## config.mk

```make
export PLATFORM = sky130hd
export DESIGN_NAME = led_shift_driver
export DESIGN_NICKNAME = d
export VERILOG_FILES = /design/src/rtl/led_shift_driver_pkg.sv /design/src/rtl/led_clk_divider.sv /design/src/rtl/led_shift_driver.sv
export SDC_FILE = /design/constraint.sdc
export NUM_CORES = 1
export LEC_CHECK = 0
export CELL_PAD_IN_SITES_DETAIL_PLACEMENT = 1
export CELL_PAD_IN_SITES_GLOBAL_PLACEMENT = 1
export CORE_MARGIN = 10
export CORE_UTILIZATION = 50
export CTS_CLUSTER_DIAMETER = 100
export DETAILED_ROUTE_END_ITERATION = 8
export MAX_ROUTING_LAYER = met4
export PLACE_DENSITY_LB_ADDON = 0.1
export SLEW_MARGIN = 20
export SYNTH_ARGS = -nofsm -noshare
export SYNTH_HDL_FRONTEND = slang
export SYNTH_SLANG_ARGS = --single-unit
```

## constraint.sdc

```tcl
create_clock -name clock -period 6.43 [get_ports clock]
set_input_delay 1.929 -clock clock [delete_from_list [all_inputs] [get_ports clock]]
set_output_delay 1.929 -clock clock [all_outputs]
set_load 0.005 [all_outputs]
```

## src/rtl/led_shift_driver_pkg.sv

```systemverilog
// Shared definitions for the LED shift-register driver: FSM encoding and LED array geometry.
package led_shift_driver_pkg;

    typedef enum logic [1:0] {
        IDLE     = 2'd0,
        SHIFT_LO = 2'd1,
        SHIFT_HI = 2'd2,
        LATCH    = 2'd3
    } state_e;

    localparam int LED_ROWS  = 9;
    localparam int LED_ROW_W = 16;

endpackage

```

## src/rtl/led_clk_divider.sv

```systemverilog
// Free-running divider: tick is high on every CLK_DIV-th cycle after a clear.
module led_clk_divider #(
    parameter int CLK_DIV = 4,
    parameter int CNT_W   = 20
) (
    input  logic clk,
    input  logic rst_n,
    input  logic clear,
    output logic tick
);

    localparam logic [CNT_W-1:0] LAST = CNT_W'(CLK_DIV - 1);

    logic [CNT_W-1:0] cnt;

    always_ff @(posedge clk or negedge rst_n) begin
        if (!rst_n) begin
            cnt <= '0;
        end else if (clear || tick) begin
            cnt <= '0;
        end else begin
            cnt <= cnt + CNT_W'(1);
        end
    end

    assign tick = (cnt == LAST);

endmodule

```

## src/rtl/led_shift_driver.sv

```systemverilog
// Serialises the LED command vector MSB-first into a 74HC595-style chain, on change and on refresh.
// Optional PWM dimming on oe_n is built when LED_BRIGHTNESS_EN is defined.
module led_shift_driver
    import led_shift_driver_pkg::*;
#(
    parameter int NUM_BITS       = LED_ROWS * LED_ROW_W,
    parameter int CLK_DIV        = 4,
    parameter int REFRESH_CYCLES = 1000000,
    parameter int CNT_W          = 20
) (
    input  logic                clock,
    input  logic                resetn,
    input  logic                enable,
    input  logic [NUM_BITS-1:0] led_commands,
    input  logic [3:0]          brightness,
    output logic                ser_data,
    output logic                ser_clk,
    output logic                ser_latch,
    output logic                oe_n,
    output logic                busy,
    output logic                frame_done
);

    localparam int BIT_W = $clog2(NUM_BITS + 1);
    localparam logic [BIT_W-1:0] LAST_BIT     = BIT_W'(NUM_BITS - 1);
    localparam logic [CNT_W-1:0] REFRESH_LAST = CNT_W'(REFRESH_CYCLES - 1);

    state_e              state;
    logic [NUM_BITS-1:0] snapshot;
    logic [NUM_BITS-1:0] shadow;
    logic [BIT_W-1:0]    bit_cnt;
    logic [CNT_W-1:0]    refresh_cnt;
    logic                tick;
    logic                div_clear;
    logic                start;

    // Divider is held at zero while idle so every frame starts phase-aligned.
    assign div_clear = (state == IDLE);

    led_clk_divider #(
        .CLK_DIV(CLK_DIV),
        .CNT_W  (CNT_W)
    ) u_div (
        .clk  (clock),
        .rst_n(resetn),
        .clear(div_clear),
        .tick (tick)
    );

    assign start = enable && ((led_commands != snapshot) || (refresh_cnt == REFRESH_LAST));

    always_ff @(posedge clock or negedge resetn) begin
        if (!resetn) begin
            state       <= IDLE;
            ser_data    <= 1'b0;
            ser_clk     <= 1'b0;
            ser_latch   <= 1'b0;
            busy        <= 1'b0;
            frame_done  <= 1'b0;
            snapshot    <= '0;
            shadow      <= '0;
            bit_cnt     <= '0;
            refresh_cnt <= '0;
        end else begin
            frame_done <= 1'b0;
            case (state)
                IDLE: begin
                    if (start) begin
                        shadow      <= led_commands;
                        snapshot    <= led_commands;
                        refresh_cnt <= '0;
                        bit_cnt     <= '0;
                        busy        <= 1'b1;
                        ser_data    <= led_commands[NUM_BITS-1];
                        state       <= SHIFT_LO;
                    end else if (enable || (refresh_cnt != REFRESH_LAST)) begin
                        refresh_cnt <= refresh_cnt + CNT_W'(1);
                    end
                end
                SHIFT_LO: begin
                    if (tick) begin
                        ser_clk <= 1'b1;
                        state   <= SHIFT_HI;
                    end
                end
                SHIFT_HI: begin
                    if (tick) begin
                        ser_clk <= 1'b0;
                        shadow  <= shadow << 1;
                        bit_cnt <= bit_cnt + BIT_W'(1);
                        if (bit_cnt == LAST_BIT) begin
                            ser_data  <= 1'b0;
                            ser_latch <= 1'b1;
                            state     <= LATCH;
                        end else begin
                            ser_data <= shadow[NUM_BITS-2];
                            state    <= SHIFT_LO;
                        end
                    end
                end
                LATCH: begin
                    if (tick) begin
                        ser_latch  <= 1'b0;
                        busy       <= 1'b0;
                        frame_done <= 1'b1;
                        state      <= IDLE;
                    end
                end
                default: state <= IDLE;
            endcase
        end
    end

`ifdef LED_BRIGHTNESS_EN
    logic [3:0] pwm_cnt;
    logic [3:0] pwm_next;
    logic       latch_next;

    assign pwm_next   = pwm_cnt + 4'd1;
    // Mirrors the next value of ser_latch so oe_n blanks in the same cycles.
    assign latch_next = (state == LATCH) ? !tick
                      : ((state == SHIFT_HI) && tick && (bit_cnt == LAST_BIT));

    always_ff @(posedge clock or negedge resetn) begin
        if (!resetn) begin
            pwm_cnt <= 4'd0;
            oe_n    <= 1'b0;
        end else begin
            pwm_cnt <= pwm_next;
            oe_n    <= latch_next || (pwm_next >= brightness);
        end
    end
`else
    logic unused_brightness;
    assign unused_brightness = ^brightness;
    assign oe_n = 1'b0;
`endif

endmodule

```

Yosys cells after proc, flatten, opt, wreduce, memory -nomap -nowiden --
Cells that the tools add are included.
Operators by class: $add $sub $neg 3, $mul 0, divide/modulo/power cells 0, magnitude comparators 0, eq/ne operators 13, shift-type cells 0, muxes and demuxes 29, bitwise logic cells 0, reduce and logical (&&, ||, !) cells 17
Operator list (number):
- $mux 143 | 2
- $pmux 143 s2 | 1
- $ne 144x144->1 | 1
- $mux 20 | 3
- $add 20x1->20 const B | 2
- $eq 20x2->1 const B | 1
- $eq 20x20->1 const B | 1
- $ne 20x20->1 const B | 1
- $mux 8 | 2
- $pmux 8 s2 | 1
- $mux 1 | 10
- $mux 2 | 5
- $reduce_bool 2->1 | 5
- $reduce_and 3->1 | 3
- $add 8x1->8 const B | 1
- $eq 8x8->1 const B | 1
- $pmux 1 s2 | 4
- $pmux 2 s4 | 1
- $reduce_and 4->1 | 2
- $ne 2x1->1 const B | 3
- $eq 2x2->1 const B | 2
- $ne 2x2->1 const B | 2
- $reduce_and 2->1 | 2
- $logic_or 1x1->1 | 3
- other kinds (3) | 3
Word-level totals: flip-flop bits (word level) 342, latch bits 0, bits in writable memories 0, ROM bits 0, output and inout port bits 6, logic and storage cells 73, memories 0

Depth between registers and ports, before layout --
Gate-level depths: netlist of the first run.
word-level depth 5, mapped depth 10, mapped depth without buffers 8

Hierarchy --
A second synthesis of the first run with hierarchy kept.
Second synthesis, totals: cells, all modules 1289, area, all modules 17073.9 um^2
Modules (own cells, without submodules):
- led_shift_driver | times used 1, cells an instance 1182, area each 16024.1 um^2
- led_clk_divider | times used 1, cells an instance 107, area each 1049.8 um^2

Least setup slack after synthesis of the first run --
No wires, ideal clock.
path type input to register, start point input port led_commands[8], end point register snapshot[0], library setup time 128 ps, arrival time 4136 ps, required time 6302 ps, setup slack 2166 ps, stages on the path 9, path buffers 2, cell sequence nor2b_1 > a2111o_1 > or4_1 > nor4_2 > nand4_1 > nand2_2 > buf_6 > buf_4 > mux2_1
Between the ends: cells in the longest elaborated chain, start to end 4
RTL lines:
- from (decl) | line led_shift_driver.sv:14 | input logic [NUM_BITS-1:0] led_commands,
- $ne 144x144->1 | line led_shift_driver.sv:50 | assign start = enable && ((led_commands != snapshot) || (refresh_cnt == REFRESH_LAST));
- $logic_or 1x1->1 | line led_shift_driver.sv:50
- $logic_and 1x1->1 | line led_shift_driver.sv:50
- $reduce_and 2->1 (no source line)
- to (signal assigned) | line led_shift_driver.sv:70 | snapshot <= led_commands;
- to (decl) | line led_shift_driver.sv:29 | logic [NUM_BITS-1:0] snapshot;
Every way passes these cells. A chain may end at the register's enable or synchronous reset.

Worst setup path after layout of the first run --
start point input port led_commands[107], end point register snapshot[48]
The elaborated chain is that of the path after synthesis.

==> results of run 1 <==
-- sequential cells by signal, indices dropped and copies added (netlist names) --
signal       count
state            2
snapshot       144
bit_cnt          8
shadow         143
ser_latch        1
u_div.cnt       20
ser_clk          1
frame_done       1
refresh_cnt     20
busy             1
ser_data         1
-- power by group through the flow --
stage          clock network (mW)  logic [mW]  registers (mW)
2_1_floorplan                   0      0.0382            2.19
3_3_place_gp                    0       0.248            2.19
3_5_place_dp                    0       0.250            2.19
4_1_cts                      2.21       0.252            2.15
5_1_grt                      2.31       0.267            2.15
6_report                     2.17       0.249            2.15
-- metrics by stage --
stage	std cells	hold slack [ns]	utilization (%)	setup WS (ns)	power, mW
floorplan	1320	0.447	-	2.17	2.23
global placement	1805	0.466	56.7	0.948	2.44
detailed placement	1805	0.483	56.7	0.826	2.44
CTS	1875	0.491	60.7	1.36	4.61
global route	1877	0.501	60.7	1.26	4.73
finish	1877	0.488	60.7	1.34	4.57
-- worst max-delay path, stage by stage --
cell and delay [ns]:
clkdlybuf4s50_1 0.46, xnor2_1 0.60, nand4_1 0.33, nor4_1 0.37, buf_4 0.19, and4_1 0.23, nand4_1 0.27, nand2_8 0.40
buf_4 0.34, mux2_1 0.36
-- cells by family (layout without fill, tap and decap cells) --
family	Yosys count	in the layout	synth area share (%)
other	1	2	0.0233
buffers and inverters	117	271	3.38
flip-flops	342	342	53.3
AO/OA/AOI/OAI	196	196	12.2
XOR/XNOR	154	154	8.39
AND/OR/NAND/NOR	369	369	12.9
adder cells (fa/ha/maj)	3	3	0.234
multiplexers	138	138	9.67
-- area by class of cell --
type	count	area (um2)	area share, %
clock buffers	54	1130	5.89
clock inverters	16	114	0.592
repair buffers	171	1800	9.34
flip-flops and latches	342	8560	44.5
inverters	30	113	0.586
well taps	402	503	2.62
multi-input cells	861	7000	36.4
diodes	1	2.50	0.0130
-- placed cells by master, fill, tap and decap left out, types with 12 or more instances in the layout --
cell type	instances
nor2_1	51
nand4_1	22
clkbuf_16	39
nor2b_1	16
clkdlybuf4s50_1	150
nand2_1	32
o221a_1	135
o21ai_0	15
xor2_1	109
nor4_1	30
clkinv_2	12
inv_1	30
dfrtp_1	342
or3_1	135
xnor2_1	45
mux2_2	40
nand3_1	38
mux2_1	98
-- path summary, 6_finish.rpt --
path | to | slack (ns) | cells after the start
max | snapshot[48] | 1.34 | 10
min | u_div.cnt[0] | 0.49 | 1
max reg2reg | snapshot[48] | 2.85 | 9
min reg2reg | u_div.cnt[0] | 0.49 | 1
max in group asynchronous | shadow[42] | 3.73 | 2
min in group asynchronous | snapshot[53] | 1.48 | 1
-- routing by layer --
layer	track usage, %	wire [um]	vias to the layer above
met5	-	0	-
met4	7.66	1340	0
met3	4.07	2430	75
met2	37.3	21900	274
met1	32.6	21200	6037
li1	-	-	5161
==> metrics.yaml, run 1 <==
status: "finished, final reports clean"
synthTopCellsByArea: "dfrtp_1 53%, o221a_1 9.5%, mux2_1 6.9%, xor2_1 5.9%, or3_1 5.3%"
antenna_found_initial: 2
cts_tree: "built"
hp-start: "u_div.cnt[0]"
wire_per_inst_um: 25.0
drive_above_1_share_pct: 9.63
ys.warnings.count: 0
timing.rr.start: "snapshot[107]"
drc: 0
required_ns: 6.82
hpwl_um: 32200
io_buffers: 151
critPathKind: "primary input to flop"
rows: 65
synthArstFlopShare_pct: 100
grt_pass1_wl_um: 73000
ant_nets: 0
areaGrowthSynthToFinish_pct: 19.6
irDropWorstVdd_mv: 0.203
start_util_pct: 50.8
tightest_slew_ns: 1.02
placed_area_um2: 17900
final_nets: 1599
yosysMostFrequentCell: "dfrtp_1"
switching_share_pct: 22.8
track_usage_pct: 24.4
cts_sinks: 342
arrival_ns: 5.48
hold_viol_final: 0
comb_power_share_pct: 5.4
rsz0062_at_grt: "no"
crit_start: "led_commands[107]"
cp-start-kind: "primary input"
gr-total-overflow: 0
die_w_um: 199
slew_headroom_pct: 31.9
synthCells: 1320
p_per_area_nw_per_um2: 238
viasPerCell: 6.15
final_cell_area_um2: 19200
ctsHoldBuffers: 0
synth_edf_count: 0
crit_path_end_kind: "flop"
postCtsResizedCells: 0
internal-power_mw: 3.53
ys.flop_type: "dfrtp_1"
max_freq_mhz: 196
yosysTopAreaCell: "dfrtp_1"
drt-initial-drc-count: 692
syn-num-nets: 1474
yosys_register_bits: 342
clock_path_buffers: 3
setup_violations: 0
die-height_um: 199
clockRootBuffer: "clkbuf_16"
synth.distinct_cells: 50
routabilityCongestion: 0.884
vias: 11500
seq_power_share_pct: 47.1
maxCapViolations: 0
p_sw_mw: 1.04
yosysSeqAreaShare_pct: 53.3
p_leak_nw: 8.73
dr.pass1.iters: 4
nFillCells: 3147
syn_area_um2: 16100
tns_ns: 0
io_pins: 157
post-cts-setup-buffers: 0
drv_slew: 0
grt_max_degree: 128
dieArea_um2: 39700
first_global_vias: 12400
numCtsBuffers: 39
power_frac_clock_pct: 47.5
period_share_pct: 79.2
clock_latency_ns: 0.53
htreeDepth: 2
hold_class: "flop to flop"
fin_skew_ns: 0.0191
crit_fanout: 38
drt-total-wl_um: 46900
syn_avg_cell_area_um2: 12.2
synthTopCellsByCount: "342 x dfrtp_1, 136 x or3_1, 135 x o221a_1"
clkTransAtPathRegs_ns: 0.06
yosys.area.top_type_share_pct: 53.3
coreArea_um2: 31600
period_minus_slack_ns: 5.09
Power figures use the tool's default switching activity.
==> inputs of run 2 (changes only) <==
--- a/config.mk
+++ b/config.mk
@@ -8,7 +8,7 @@
 export CELL_PAD_IN_SITES_DETAIL_PLACEMENT = 1
 export CELL_PAD_IN_SITES_GLOBAL_PLACEMENT = 1
 export CORE_MARGIN = 10
-export CORE_UTILIZATION = 50
+export CORE_UTILIZATION = 47
 export CTS_CLUSTER_DIAMETER = 100
 export DETAILED_ROUTE_END_ITERATION = 8
 export MAX_ROUTING_LAYER = met4
==> constraint.sdc (replaced) <==
create_clock -name clock -period 4.7 [get_ports clock]
set_input_delay 1.41 -clock clock [delete_from_list [all_inputs] [get_ports clock]]
set_output_delay 1.41 -clock clock [all_outputs]
set_load 0.005 [all_outputs]
==> run 2 against run 1 <==
Compared with the run above:
- clock power increased by 43%
- sequential share of layout area is 1.1 points lower
- hold slack gained 0.0022 ns
- clock-buffer cell count is the same
- final area up 2.7%
- global-route usage down 0.78 points
- utilization decreased by 2.1 points
- worst setup slack worse by 0.85 ns
- register-to-register slack worse by 1.3 ns
- total power increased by 40%
- critical path depth down 1
- clock skew decreased by 0.0096 ns
- critical path type unchanged
- largest cell class unchanged
==> metrics.yaml, run 2 (synthesized netlist as in run 1, its figures left out) <==
rsz0062_at_grt: "no"
clockRootBuffer: "clkbuf_16"
largest_reg_flops: 144
die_w_um: 205
drc: 0
stdcell_count: 1971
layout_commonest_cell: "dfrtp_1"
endpoint: "snapshot[139]"
reg.largest.list: "snapshot (144), shadow (143)"
start_util_pct: 47.8
gr-total-overflow: 0
power_frac_clock_pct: 48.4
max_flop_register: "snapshot"
rows: 67
grt_pass1_wl_um: 75000
switching_share_pct: 22.6
final_cell_mix: "342 x dfrtp_1, 150 x clkdlybuf4s50_1, 135 x o221a_1, 135 x or3_1, 109 x xor2_1"
crit_fanout: 38
crit_path_end_kind: "flop"
viasPerCell: 5.93
status: "finished, final reports clean"
critPathKind: "primary input to flop"
power_mw: 6.40
place_ws_ns: -0.0113
io_buffers: 151
irDropWorstVdd_mv: 0.261
track_usage_pct: 23.6
cp-start-kind: "primary input"
final_nets: 1650
worstRegToRegCells: 8
hpwl_um: 34100
p_leak_nw: 8.99
r2r_end: "snapshot[139]"
grt_max_degree: 118
hold_viol_final: 0
post-cts-setup-buffers: 0
rrSetupSlack_ns: 1.54
maxCapViolations: 0
min_path_cells: 1
period_minus_slack_ns: 4.21
drt-total-wl_um: 48800
ant_nets: 0
routabilityCongestion: 0.809
dieArea_um2: 42000
p_per_area_nw_per_um2: 325
crit_start: "led_commands[8]"
arrival_ns: 4.61
vias: 11700
internal-power_mw: 4.96
first_global_vias: 12500
comb_power_share_pct: 5.7
areaGrowthSynthToFinish_pct: 22.8
io_pins: 157
cts_sinks: 342
drt-initial-drc-count: 724
dr.pass1.iters: 5
p_sw_mw: 1.45
ctsHoldBuffers: 0
period_share_pct: 89.6
seq_power_share_pct: 46.0
timing.final.ws_setup_ns: 0.490
wire_per_inst_um: 24.7
setup_violations: 0
hold_class: "flop to flop"
placed_cells: 1902
clock_latency_ns: 0.53
required_ns: 5.10
clock_path_buffers: 3
antenna_found_initial: 3
cts_tree: "built"
coreArea_um2: 33600
clkTransAtPathRegs_ns: 0.06
htreeDepth: 2
drv_slew: 0
fin_skew_ns: 0.00954
max_freq_mhz: 238
numCtsBuffers: 40
drive_above_1_share_pct: 12.3
tightest_slew_ns: 1.04
die-height_um: 205
timing.rr.start: "snapshot[13]"
postCtsResizedCells: 0
slew_headroom_pct: 30.5
-- run 2: worst min-delay path by stage --
stage / startpoint / end / slack, ns
6_report: u_div.cnt[0] / u_div.cnt[0] / 0.49
5_1_grt: snapshot[82] / snapshot[82] / 0.52
4_1_cts: u_div.cnt[0] / u_div.cnt[0] / 0.50
3_5_place_dp: u_div.cnt[0] / u_div.cnt[0] / 0.49
3_3_place_gp: u_div.cnt[0] / u_div.cnt[0] / 0.47
2_1_floorplan: u_div.cnt[0] / u_div.cnt[0] / 0.45
-- run 2: layer usage --
metal / vias to the layer above / global-route usage, % / routed length [um]
met2: 278 / 37.0 / 23400
met1: 6084 / 31.7 / 22100
met3: 71 / 3.70 / 2400
met5: - / - / 0
li1: 5252 / - / -
met4: 0 / 5.46 / 884
-- run 2: per-stage QoR --
| stage | utilization [%] | hold slack (ns) | area (um2) | TNS (ns) |
|---|---|---|---|---|
| CTS | 58.7 | 0.498 | 19700 | 0 |
| global route | 58.7 | 0.520 | 19700 | 0 |
| detailed placement | 54.8 | 0.490 | 18400 | -0.0188 |
| global placement | 54.8 | 0.470 | 18400 | -0.0103 |
| floorplan | - | 0.447 | 16100 | 0 |
| finish | 58.7 | 0.490 | 19700 | 0 |
-- run 2: cell type report --
cell class | count | area (um2)
diodes | 2 | 5.00
clock buffers | 54 | 1130
clock inverters | 13 | 151
fillers | 3354 | 13900
inverters | 30 | 113
multi-input cells | 861 | 7000
flip-flops and latches | 342 | 8560
well taps | 448 | 561
repair buffers | 221 | 2200
-- run 2: critical path, cell delays in order --
cell	delay (ns)
clkdlybuf4s50_1	0.50
nor2b_1	0.19
a2111o_1	0.38
or4_1	0.56
nor4_2	0.38
nand4_1	0.30
nand2_8	0.25
buf_12	0.25
mux2_1	0.37
-- run 2: power by group through the flow --
| stage | logic [mW] | clock network, mW | registers, mW |
|---|---|---|---|
| CTS | 0.367 | 3.14 | 2.94 |
| detailed placement | 0.364 | 0 | 3.00 |
| global placement | 0.361 | 0 | 3.00 |
| floorplan | 0.0523 | 0 | 3.00 |
| finish | 0.362 | 3.10 | 2.94 |
| global route | 0.388 | 3.29 | 2.94 |
==> inputs of run 3 (changes only) <==
--- a/config.mk
+++ b/config.mk
@@ -5,13 +5,13 @@
 export SDC_FILE = /design/constraint.sdc
 export NUM_CORES = 1
 export LEC_CHECK = 0
+export CAP_MARGIN = 20
 export CELL_PAD_IN_SITES_DETAIL_PLACEMENT = 1
 export CELL_PAD_IN_SITES_GLOBAL_PLACEMENT = 1
-export CORE_MARGIN = 10
+export CORE_MARGIN = 3
 export CORE_UTILIZATION = 47
 export CTS_CLUSTER_DIAMETER = 100
 export DETAILED_ROUTE_END_ITERATION = 8
-export MAX_ROUTING_LAYER = met4
 export PLACE_DENSITY_LB_ADDON = 0.1
 export SLEW_MARGIN = 20
 export SYNTH_ARGS = -nofsm -noshare
==> run 3 against run 2 <==
Compared with the run above:
- sequential share of layout area increased by 0.19 points
- non-clock buffer count is the same
- final cell count stayed put
- clock skew grew 0.0050 ns
- sequential power is essentially flat
- clock-buffer cell count grew 7
- utilization decreased by 0.26 points
- combinational power hardly changed
- final area shrank 0.44%
==> metrics.yaml, run 3 (synthesized netlist as in run 1, its figures left out) <==
period_minus_slack_ns: 4.40
io_buffers: 151
final_nets: 1649
layout_commonest_cell: "dfrtp_1"
hold_class: "flop to flop"
slew_headroom_pct: 42.5
arrival_ns: 4.80
cts_sinks: 342
ctsHoldBuffers: 0
htreeDepth: 2
final_cell_area_um2: 19600
grt_max_degree: 127
gr-total-overflow: 0
ant_nets: 0
antenna_found_initial: 1
fin_skew_ns: 0.0145
die_w_um: 191
stdcell_count: 1971
placed_cells: 1902
drc: 0
clock_path_buffers: 3
final_cell_mix: "342 x dfrtp_1, 150 x clkdlybuf4s50_1, 135 x o221a_1, 135 x or3_1, 109 x xor2_1"
drv_slew: 0
drive_above_1_share_pct: 12.0
start_util_pct: 47.8
io_pins: 157
coreArea_um2: 33600
max_freq_mhz: 227
first_global_vias: 12500
clkTransAtPathRegs_ns: 0.06
die-height_um: 191
hold_viol_final: 0
maxCapViolations: 0
drt-initial-drc-count: 591
rsz0062_at_grt: "no"
required_ns: 5.10
largest_reg_flops: 144
placed_area_um2: 18400
post-cts-setup-buffers: 0
viasPerCell: 5.95
reg.largest.list: "snapshot (144), shadow (143)"
status: "finished, final reports clean"
diodes: 0
track_usage_pct: 26.5
cp-start-kind: "primary input"
tightest_slew_ns: 0.863
cts_tree: "built"
crit_path_end_kind: "flop"
p_leak_nw: 8.94
setup_violations: 0
crit_fanout: 14
wire_per_inst_um: 24.5
final_core_util_pct: 58.4
clockRootBuffer: "clkbuf_16"
drt-total-wl_um: 48400
hpwl_um: 33200
period_share_pct: 93.6
clock_latency_ns: 0.53
areaGrowthSynthToFinish_pct: 22.2
dieArea_um2: 36400
routabilityCongestion: 0.812
timing.final.ws_setup_ns: 0.301
critPathKind: "primary input to flop"
place_ws_ns: -0.0594
rows: 67
vias: 11700
postCtsResizedCells: 0
dr.pass1.iters: 5
p_per_area_nw_per_um2: 316
numCtsBuffers: 39
grt_pass1_wl_um: 74600
irDropWorstVdd_mv: 0.230
max_flop_register: "snapshot"
[run 3: layer usage]
| layer | vias up | GRT usage, % | wire length, um |
|---|---|---|---|
| met2 | 295 | 42.6 | 22800 |
| met4 | 2 | 6.83 | 1200 |
| met3 | 66 | 4.35 | 2560 |
| met5 | - | 0 | 13 |
| met1 | 6118 | 37.8 | 21800 |
| li1 | 5253 | - | - |
[run 3: worst max-delay path: stages]
cell and delay (ns):
clkdlybuf4s50_1 0.55, xnor2_1 0.37, nand4_1 0.27, or4_1 0.52, nor4_2 0.43, nand4_1 0.31
nand2_8 0.29, buf_4 0.27, mux2_1 0.36
[run 3: cell type report]
cell class / count / area (um2)
sequential: 342 / 8560
multi-input combinational: 861 / 7000
clock buffer: 61 / 1160
inverter: 30 / 113
tap: 448 / 561
timing repair buffer: 221 / 2210
fill: 3394 / 14000
clock inverter: 8 / 40.0
[run 3: where the power goes]
group | total, mW | switching [mW] | leakage [nW] | internal, mW
registers | 2.94 | 0 | 4.71 | 2.94
clock network | 2.90 | 1.21 | 0.596 | 1.69
logic | 0.361 | 0.204 | 3.63 | 0.157
total | 6.21 | 1.42 | 8.94 | 4.79
[run 3: worst paths after layout]
check	start	to	slack, ns	cells past startpoint
hold reg to reg	u_div.cnt[0]	u_div.cnt[0]	0.49	1
setup / recovery	led_commands[44]	snapshot[36]	0.30	9
min in group asynchronous	resetn	snapshot[51]	0.91	1
setup reg to reg	snapshot[13]	snapshot[36]	1.43	8
hold / removal	u_div.cnt[0]	u_div.cnt[0]	0.49	1
max in group asynchronous	resetn	shadow[74]	2.82	2
[run 3: metrics by stage]
step | power [mW] | hold slack, ns | setup TNS (ns)
6_report | 6.21 | 0.486 | 0
5_1_grt | 6.43 | 0.524 | 0
4_1_cts | 6.26 | 0.493 | 0
3_5_place_dp | 3.36 | 0.485 | -1.99
3_3_place_gp | 3.36 | 0.472 | -0.0669
2_1_floorplan | 3.05 | 0.447 | 0
==> RTL edit (config.mk and constraints of run 1) <==
`CNT_W` is set to 20 in 2 places; all go to 40.
--- a/src/rtl/led_clk_divider.sv
+++ b/src/rtl/led_clk_divider.sv
@@ -1,7 +1,7 @@
 // Free-running divider: tick is high on every CLK_DIV-th cycle after a clear.
 module led_clk_divider #(
     parameter int CLK_DIV = 4,
-    parameter int CNT_W   = 20
+    parameter int CNT_W   = 40
 ) (
     input  logic clk,
     input  logic rst_n,
--- a/src/rtl/led_shift_driver.sv
+++ b/src/rtl/led_shift_driver.sv
@@ -6,7 +6,7 @@
     parameter int NUM_BITS       = LED_ROWS * LED_ROW_W,
     parameter int CLK_DIV        = 4,
     parameter int REFRESH_CYCLES = 1000000,
-    parameter int CNT_W          = 20
+    parameter int CNT_W          = 40
 ) (
     input  logic                clock,
     input  logic                resetn,
Behaviour: same outputs for any inputs over 4 cycles, from zero or initial values and one cycle with resetn low; that may be too few to reach the edited logic, so the function may still have changed.
==> RTL edit against run 1 <==
  * Sequential cell count up 40
  * Design area up 15%
  * Total power up 20%
  * Highest routed layer unchanged
  * Synthesized area up 16%
  * Largest cell class unchanged
  * Worst setup slack better by 0.072 ns
  * Die area up 15%
  * Routed wire length up 2.1%
  * Count of clock-buffer cells in the layout up 10
==> RTL edit: results (changes against run 1) <==
- WL met3: 1.85 mm (-24%)
- Final clock-cell share: 6.76% (+0.27 points)
- Setup Skew: 0.0110 ns (-0.00810 ns)
- Vias/cell: 5.61 (-8.8%)
- Worst relative slew slack: 30.1% (-1.8 points)
- Share of layout cells above drive strength 1: 26.0% (+16 points)
- Met2 routed WL: 24.4 mm (+11%)
- Final instance area: 22200 um^2 (+15%)
- Cells after DPL: 2039 (+13%)
- Number of diodes: 8 (+7)
- Clock Latency Late Sink: 0.55 ns (+0.02 ns)
- Status: complete, no violations
- Post-synthesis adder-cell area fraction: 0.201% (-0.033 points)
- Post-Synth XOR/XNOR Area: 10.3% (+1.9 points)
- Worst-path maximum fanout: 53 (+39%)
- Aggregate routed wire length: 47.9 mm (+2.1%)
- Area Overhead vs Synth: 18.4%
- Global Route Usage Sum: 21.9% (-2.5 points)
- Inverters: 15 (-50%)
- Number of global-route vias before repair: 13100 (+5.4%)
- Seq cells: 382 (+12%)
- Metal-1 WL: 20.7 mm (-2.3%)
- Global-route wire length before repair: 75.0 mm (+2.7%)
- Footprint of the multi-input gates: 8720 um^2 (+25%)
- Critical Path AT: 5.45 ns (-0.03 ns)
- Synth top cells by count: dfrtp_1 (382), mux2_2 (332), xnor2_1 (161)
- Routed length per placed instance: 22.5 um (-9.8%)
- Pre-CTS setup slack: 0.926 ns (+0.100 ns)
- NonClk Buf Share: 7.75% (-1.6 points)
- Final Net Count: 1770 (+11%)
- RD Place Congestion: 0.804 (-9.0%)
- Yosys cell types: 45 (-10%)
- Initial antenna violation count: 7 (+5)
- Post-synthesis mux area share: 25.9% (+16 points)
- Largest net degree at the start of global routing: 120 (-6.3%)
- LEAKAGE: 9.98 nW (+14%)
- Compound-Gate Fraction of Synth Area: 1.29% (-11 points)
- Worst IR Drop VDD: 0.000178 V (-12%)
- Buffers excl. clock: 166 (-2.9%)
- Slowest cell delay on critical path: 0.53 ns (-0.07 ns)
- Largest cells by area after synthesis: dfrtp_1 (51%), mux2_2 (20%), xnor2_1 (7.5%), mux2_1 (5.8%), xor2_1 (2.7%)
- Total CTS buffers: 43 (+10%)
- Multi-input gates: 1008 (+17%)
- Synthesized Nets: 1625 (+10%)
-- RTL edit: path summary, 6_finish.rpt --
path | from | end | slack [ns] | cells past startpoint
worst max-delay path | led_commands[141] | snapshot[41] | 1.41 | 10
worst min-delay path | shadow[82] | shadow[82] | 0.49 | 1
worst max register to register | snapshot[141] | snapshot[41] | 3.00 | 9
worst min register to register | shadow[82] | shadow[82] | 0.49 | 1
max in group asynchronous | resetn | snapshot[120] | 3.81 | 2
min in group asynchronous | resetn | u_div.cnt[34] | 1.40 | 1
-- RTL edit: per-layer routing --
metal	global-route usage [%]	vias to the layer above
li1	-	5505
met1	27.0	6200
met2	36.6	155
met3	3.83	53
met4	5.96	0
met5	-	-
-- RTL edit: report_power, final --
| part | switching (mW) | internal (mW) | total [mW] |
|---|---|---|---|
| Clock | 0.982 | 1.60 | 2.58 |
| Combinational | 0.200 | 0.213 | 0.412 |
| Sequential | 0.0387 | 2.46 | 2.49 |
